[src/rtl/pc_unit.sv]
// Program-counter stage: holds the architectural PC, steps or redirects it, and tags the
// fetcher's one-cycle-late instruction with its address and a valid bit. It also reports
// run/done/fault status to the control FSM.
module pc_unit #(
  parameter int BIT_WIDTH  = 32,
  parameter int INST_COUNT = 256,
  parameter int RESET_PC   = 0
) (
  input  logic                 clk,
  input  logic                 reset,
  input  logic                 enable,
  input  logic                 stall,
  input  logic                 branch_valid,
  input  logic [BIT_WIDTH-1:0] branch_target,
  output logic [BIT_WIDTH-1:0] pc,
  output logic [BIT_WIDTH-1:0] fetch_pc,
  output logic [BIT_WIDTH-1:0] pc_plus8,
  output logic                 inst_valid,
  output logic                 ready,
  output logic                 done,
  output logic                 fault
);

  localparam logic [BIT_WIDTH-1:0] MEM_BYTES = BIT_WIDTH'(INST_COUNT * 4);
  localparam logic [BIT_WIDTH-1:0] LAST_PC   = BIT_WIDTH'((INST_COUNT - 1) * 4);
  localparam logic [BIT_WIDTH-1:0] PC_STEP   = BIT_WIDTH'(4);
  localparam logic [BIT_WIDTH-1:0] R15_OFS   = BIT_WIDTH'(8);

  typedef enum logic [1:0] {
    IDLE  = 2'd0,
    RUN   = 2'd1,
    DONE  = 2'd2,
    FAULT = 2'd3
  } state_e;

  state_e                 state_q;
  logic [BIT_WIDTH-1:0]   pc_q;
  logic [BIT_WIDTH-1:0]   fetch_pc_q;
  logic                   inst_valid_q;
  logic                   target_legal;

  // A redirect is only accepted if it lands word-aligned inside code memory.
  assign target_legal = (branch_target[1:0] == 2'b00) && (branch_target < MEM_BYTES);

  // NOTE: all state here is updated with non-blocking assignments so every register
  // samples the pre-edge values of its neighbours, independent of statement order.
  always_ff @(posedge clk) begin
    if (reset) begin
      state_q      <= IDLE;
      pc_q         <= BIT_WIDTH'(RESET_PC);
      fetch_pc_q   <= '0;
      inst_valid_q <= 1'b0;
    end else begin
      // The fetcher's output this cycle belongs to last cycle's pc; a same-cycle
      // redirect means that instruction is on the wrong path.
      fetch_pc_q   <= pc_q;
      inst_valid_q <= (state_q == RUN) && !branch_valid;

      case (state_q)
        IDLE: begin
          if (enable) state_q <= RUN;
        end
        RUN: begin
          if (branch_valid && !target_legal) begin
            state_q <= FAULT;
          end else if (branch_valid) begin
            pc_q    <= branch_target;
            state_q <= enable ? RUN : IDLE;
          end else if (!enable) begin
            state_q <= IDLE;
          end else if (!stall) begin
            if (pc_q == LAST_PC) state_q <= DONE;
            else                 pc_q    <= pc_q + PC_STEP;
          end
        end
        DONE: begin
          if (branch_valid) begin
            if (target_legal) begin
              pc_q    <= branch_target;
              state_q <= RUN;
            end else begin
              state_q <= FAULT;
            end
          end else if (!enable) begin
            state_q <= IDLE;
          end
        end
        default: ;  // FAULT is sticky until reset
      endcase
    end
  end

  assign pc         = pc_q;
  assign fetch_pc   = fetch_pc_q;
  assign pc_plus8   = fetch_pc_q + R15_OFS;
  assign inst_valid = inst_valid_q;
  assign ready      = (state_q == RUN) || (state_q == DONE);
  assign done       = (state_q == DONE);
  assign fault      = (state_q == FAULT);

endmodule

[config.mk]
export PLATFORM = sky130hd
export DESIGN_NAME = pc_unit
export DESIGN_NICKNAME = d
export VERILOG_FILES = /design/src/rtl/pc_unit.sv
export SDC_FILE = /design/constraint.sdc
export NUM_CORES = 1
export LEC_CHECK = 0
export CAP_MARGIN = 20
export CORE_MARGIN = 3
export CORE_UTILIZATION = 45
export CTS_CLUSTER_SIZE = 30
export DETAILED_ROUTE_END_ITERATION = 16
export PLACE_DENSITY = 0.81
export SYNTH_ARGS = -nofsm -noshare
export SYNTH_HDL_FRONTEND = slang
export SYNTH_SLANG_ARGS = --single-unit
export TNS_END_PERCENT = 30
[constraint.sdc]
create_clock -name clk -period 2.85 [get_ports clk]
set_input_delay 0.285 -clock clk [delete_from_list [all_inputs] [get_ports clk]]
set_output_delay 0.285 -clock clk [all_outputs]
set_load 0.01 [all_outputs]
* Word level (Yosys, flattened, before mapping) *
Index checks and enable logic that the tools add are counted.

operators by class
  add/sub/neg operators = 2
  $mul = 0
  divide/modulo/power cells = 0
  magnitude comparators = 1
  equal/unequal tests = 14
  shift operators = 0
  muxes and demuxes = 19
  bitwise logic cells = 0
  reduce and logical (&&, ||, !) cells = 12

operator list
  kind                                                           count
  two-way mux 32 bit                                             7
  case mux 32 bit (2 select lines)                               1
  adder 32 x 3 -> 32 bit (second input constant)                 1
  adder 32 x 4 -> 32 bit (second input constant)                 1
  == test 32 x 10 -> 1 bit (second input constant)               1
  less-than comparator 32 x 11 -> 1 bit (second input constant)  1
  two-way mux 2 bit                                              9
  != test 3 bit (second input constant)                          4
  != test 5 bit (second input constant)                          2
  AND reduction 7 bit                                            1
  != test 2 bit (second input constant)                          3
  case mux 2 bit (3 select lines)                                1
  AND reduction 5 bit                                            1
  == test 2 bit (second input constant)                          2
  logical NOT 2 bit                                              2
  logical AND 1 bit                                              3
  nonzero test 3 bit                                             1
  == test 2 x 1 -> 1 bit (second input constant)                 1
  logical NOT 1 bit                                              2
  != test 2 x 1 -> 1 bit (second input constant)                 1
  nonzero test 2 bit                                             1
  logical OR 1 bit                                               1
  two-way mux 1 bit                                              1

storage, ports and cells
  bits in registers = 67
  bits in latches = 0
  RAM bits = 0
  bits in read-only memories = 0
  input port bits = 37
  output and inout port bits = 100
  word-level logic and storage cells = 52
  memories = 0

* Depth between registers and ports, before layout *
  depth after elaboration = 7
  mapped depth = 10
  gate-level depth less buffers = 8

* Least setup slack after synthesis *
Ideal clock, no wire load.

  path kind = reg2out
  start point = register fetch_pc_q[3] (netlist: fetch_pc[3])
  end point = output pc_plus8[29]
  data arrival time = 1.999 ns
  required time = 2.565 ns
  slack = 0.566 ns
  cell stages (with the launch flop) = 9
  cells stage by stage = dfxtp_1 -> ha_1 -> and4_1 -> and3_1 -> clkbuf_1 -> and4_1 -> and4_1 -> nand3_1 -> xnor2_1

between the ends
  longest elaborated chain between the ends = 1

RTL lines
  item                    RTL line  source
  start, declared         38        logic [BIT_WIDTH-1:0] fetch_pc_q;
  start signal, assigned  56        fetch_pc_q <= pc_q;
  adder 32 x 4 -> 32 bit  95        assign pc_plus8 = fetch_pc_q + R15_OFS;
  end, declared           17        output logic [BIT_WIDTH-1:0] pc_plus8,

No other way between the ends.

* Worst setup path after layout *
  start point = register fetch_pc_q[10] (netlist: fetch_pc[10])
  end point = output pc_plus8[30]

Same word-level chain as after synthesis.

==> impl_summary.txt <==
----------------------------------------------------
[Outcome]
  Status ... complete, no violations

[Logic synthesis]
  Post-synthesis instance area ... 3760 um2
  Prevailing post-synth register cell ... sky130_fd_sc_hd__dfxtp_1
  Net count after synthesis ... 493
  Number of enable-type register cells in the synthesized netlist ... 0
  Post-synthesis sequential area ratio ... 35.6%
  Count of state elements after synthesis ... 67
  Average instance area after synthesis ... 8.38 um2
  Yosys synthesis warning count ... 0
  Count of unique library cells instantiated by Yosys ... 53
  Number of instances in the synthesized netlist ... 449
  Synth async-reset ratio ... 0%

[Timing]
  Hold Vio Cnt, Final ... 0
  Worst slew margin relative to its limit ... 54.3%
  Slew of the pin with the lowest slew margin ... 685 ps
  Final TNS setup ... 0 ps
  Worst clock skew ... 9.00 ps
  Fraction of the cycle the final worst path needs ... 95.8%
  Fmax ... 366 MHz
  Endpoints failing setup ... 0
  Number of max-slew violations in the final report ... 0
  Min Clock Period, post-route ... 2730 ps

[Critical path]
  Depth of the most critical reg-to-reg path ... 8
  Setup crit start kind ... register
  Required time of the critical path ... 2570 ps
  Critical Path, Cell by Cell ... and4_4, and3_2, nand4_1, nor3b_2, xor2_1, clkdlybuf4s50_1
  Nature of the critical path endpoint ... output pin
  Standard cell with the maximum stage delay on the critical path ... sky130_fd_sc_hd__clkdlybuf4s50_1
  Highest net fanout along the worst path ... 5
  Crit path largest cell delay ... 550 ps
  Start-to-end type of the worst setup path ... register to output pin
  Arrival time of data at the critical path endpoint ... 2440 ps
  Worst reg-to-reg setup slack ... 410 ps

[Power and ir drop]
  VDD IR max ... 354 uV
  Cell internal pwr ... 2.02 mW
  Power dissipated by switching net loads ... 0.910 mW
  Logic pwr share ... 28.7%
  Ratio of total power to cell area ... 532 nW/um2
  Sequential Power Share ... 40.4%
  Leak ... 2.04 nW
  Clock power frac ... 31.0%
  Switching Fraction ... 31.0%

[Placed design]
  Number of cells in the design after placement ... 672
  # port buffers ... 136
  Cell area after placement ... 5240 um2
  Final estimated routing congestion in global placement ... 0.874
  Sum of net half-perimeters after detailed placement ... 8730 um

[Clock tree]
  Number of sinks on the clock net ... 67
  Clk Tree Root Cell ... sky130_fd_sc_hd__clkbuf_8
  CTS buffer count ... 9
  Number of hold buffers added after CTS ... 0
  Clock-pin slew of the registers on the worst-case setup and hold paths ... 70 ps
  TritonCTS clock tree ... yes
  Maximum clock insertion buffer count ... 2
  Worst skew pair latency ... 350 ps
  H-tree depth reported by CTS ... 3

[Global route]
  Largest net degree at the start of global routing ... 45
  Global-route wire length before repair ... 18,400 um
  Antenna violations before repair ... 0
  Total global routing track utilization ... 23.6%
  Overflow left after global routing ... 0
  Vias in the first global route ... 3,649

[Finish]
  End-of-flow core utilization ... 69.6%
  Ant diodes ... 0
  Final #Nets ... 626
  Post-Layout Cell Count ... 688
  Final standard cell area without fillers ... 5510 um2
  Proportion of layout cells with a drive suffix above 1 ... 9.90%
  Growth of design area from synthesis to finish ... 46.5%

[Hold path]
  Worst hold path depth ... 2
  Path category of the worst min-delay check ... input pin to register

[Detailed routing]
  Final wirelength ... 11,500 um
  Number of remaining DRC errors ... 0
  Detailed-route wire length per cell ... 16.8 um
  Vias post-DR ... 3,830
  Remaining antenna violation count ... 0
  Iter 0 DRT Violations ... 234
  Vias per cell ... 5.57
  DRT Pass-1 Iters ... 5

[Die]
  Standard-cell rows ... 32
  Core area ... 7930 um2
  Die height ... 97.5 um
  Number of top-level pins ... 137
  Horizontal die dimension ... 97.5 um
  Effective utilization at floorplan ... 47.5%
  Die area ... 9500 um2

[Run]
  Number of max-capacitance violations reported ... 0

----------------------------------------------------
[registers in the layout, summed over array words and instances (netlist names)]
| signal | flops |
|---|---|
| fetch_pc | 32 |
| pc | 32 |
| state_q | 2 |
| inst_valid | 1 |
[kinds of logic (layout without fill, tap and decap cells)]
| group | Yosys count | after routing | share of synthesized area [%] |
|---|---|---|---|
| AND/OR/NAND/NOR | 216 | 216 | 30.6 |
| flip-flops | 67 | 67 | 35.6 |
| AO/OA/AOI/OAI | 62 | 62 | 13.1 |
| XOR/XNOR | 53 | 53 | 12.3 |
| buffers and inverters | 40 | 177 | 4.79 |
| adder cells (fa/ha/maj) | 7 | 7 | 2.33 |
| multiplexers | 4 | 4 | 1.16 |
[timing repair]
item	in CTS	in global routing
pin swaps	1	3
gates resized for setup	10	11
buffers inserted	1	0
endpoints found under the setup margin	7	6
[through the flow]
step / hold slack, ps / total power, mW / setup slack [ps]
after CTS: 478 / 2.93 / -30.2
final: 478 / 2.93 / 121
after floorplan: 475 / 1.60 / 566
after global placement: 509 / 2.01 / 147
after detailed placement: 510 / 2.04 / -11.6
after global routing: 525 / 3.05 / -0.423
[area by class of cell]
class | count | area (um2)
clock buffers | 11 | 151
clock inverters | 4 | 73.8
inverters | 14 | 52.6
repair buffers | 148 | 1480
fillers | 618 | 2410
well taps | 102 | 128
multi-input cells | 342 | 2280
flip-flops and latches | 67 | 1350
[power by group through the flow]
stage,combinational (mW),sequential [mW],clock [mW]
final,0.841,1.18,0.909
after global routing,0.899,1.20,0.951
after CTS,0.840,1.18,0.909
after detailed placement,0.837,1.20,0
after global placement,0.821,1.19,0
after floorplan,0.406,1.20,0
[cells in the final DEF (no fill, tap or decap), drive strengths merged, types with 2 or more instances in the layout]
cell type      count
xor2              11
o21ai              5
and4               6
nor4              17
o41ai             12
and2               3
a21o               8
buf               13
xnor2             42
dlygate4sd2        3
a2111oi            9
bufinv             2
mux2               3
and3               6
o211ai             6
clkinv             2
a21oi             12
o31ai              2
nand4             16
clkdlybuf4s50    132
nor3b              2
or2                3
dfxtp             67
nor2              56
or4                2
nand2             48
clkbuf            11
inv               14
nand2b             2
ha                 7
nor2b             27
a31oi              2
nor3               5
nand3             21
[layer usage]
| metal | global-route usage (%) | wire [um] | up-vias |
|---|---|---|---|
| met3 | 5.03 | 779 | 19 |
| met4 | 7.77 | 222 | 0 |
| met1 | 29.9 | 4960 | 1821 |
| met5 | 0 | 0 | - |
| met2 | 40.0 | 5570 | 152 |
| li1 | - | - | 1838 |
[worst paths after layout]
check                from           end
min reg2reg         pc[1]   fetch_pc[1]
min                 reset  fetch_pc[18]
max reg2reg         pc[2]        pc[28]
max          fetch_pc[10]  pc_plus8[30]
[cell usage after synthesis, types with 6 or more instances]
master                      count  share of area [%]
sky130_fd_sc_hd__inv_1         14                1.4
sky130_fd_sc_hd__nor2_1        56                5.6
sky130_fd_sc_hd__ha_1           7                2.3
sky130_fd_sc_hd__clkbuf_1      12                1.2
sky130_fd_sc_hd__nand2_1       48                4.8
sky130_fd_sc_hd__nor2b_1       27                4.5
sky130_fd_sc_hd__o41ai_1       11                2.6
sky130_fd_sc_hd__dfxtp_1       67                 36
sky130_fd_sc_hd__nand3_1       21                2.8
sky130_fd_sc_hd__a21oi_1       12                1.6
sky130_fd_sc_hd__xor2_1        11                2.6
sky130_fd_sc_hd__and4_1         6                1.4
sky130_fd_sc_hd__buf_2          6               0.80
sky130_fd_sc_hd__nand4_1       14                2.3
sky130_fd_sc_hd__xnor2_1       42                9.8
sky130_fd_sc_hd__a2111oi_0      8                1.9
sky130_fd_sc_hd__o211ai_1       6                1.2
sky130_fd_sc_hd__nor4_1        14                2.3
sky130_fd_sc_hd__buf_4          6                1.2
sky130_fd_sc_hd__a21o_1         8                1.6
[worst max-delay path, delay by kind of cell, from the launching register on]
kind,cells,cell delay (ps)
flops,1,390
xor+xnor,1,160
buf+inv,1,550
simple gates,4,990
No activity file was read; power rests on OpenSTA's default activity.
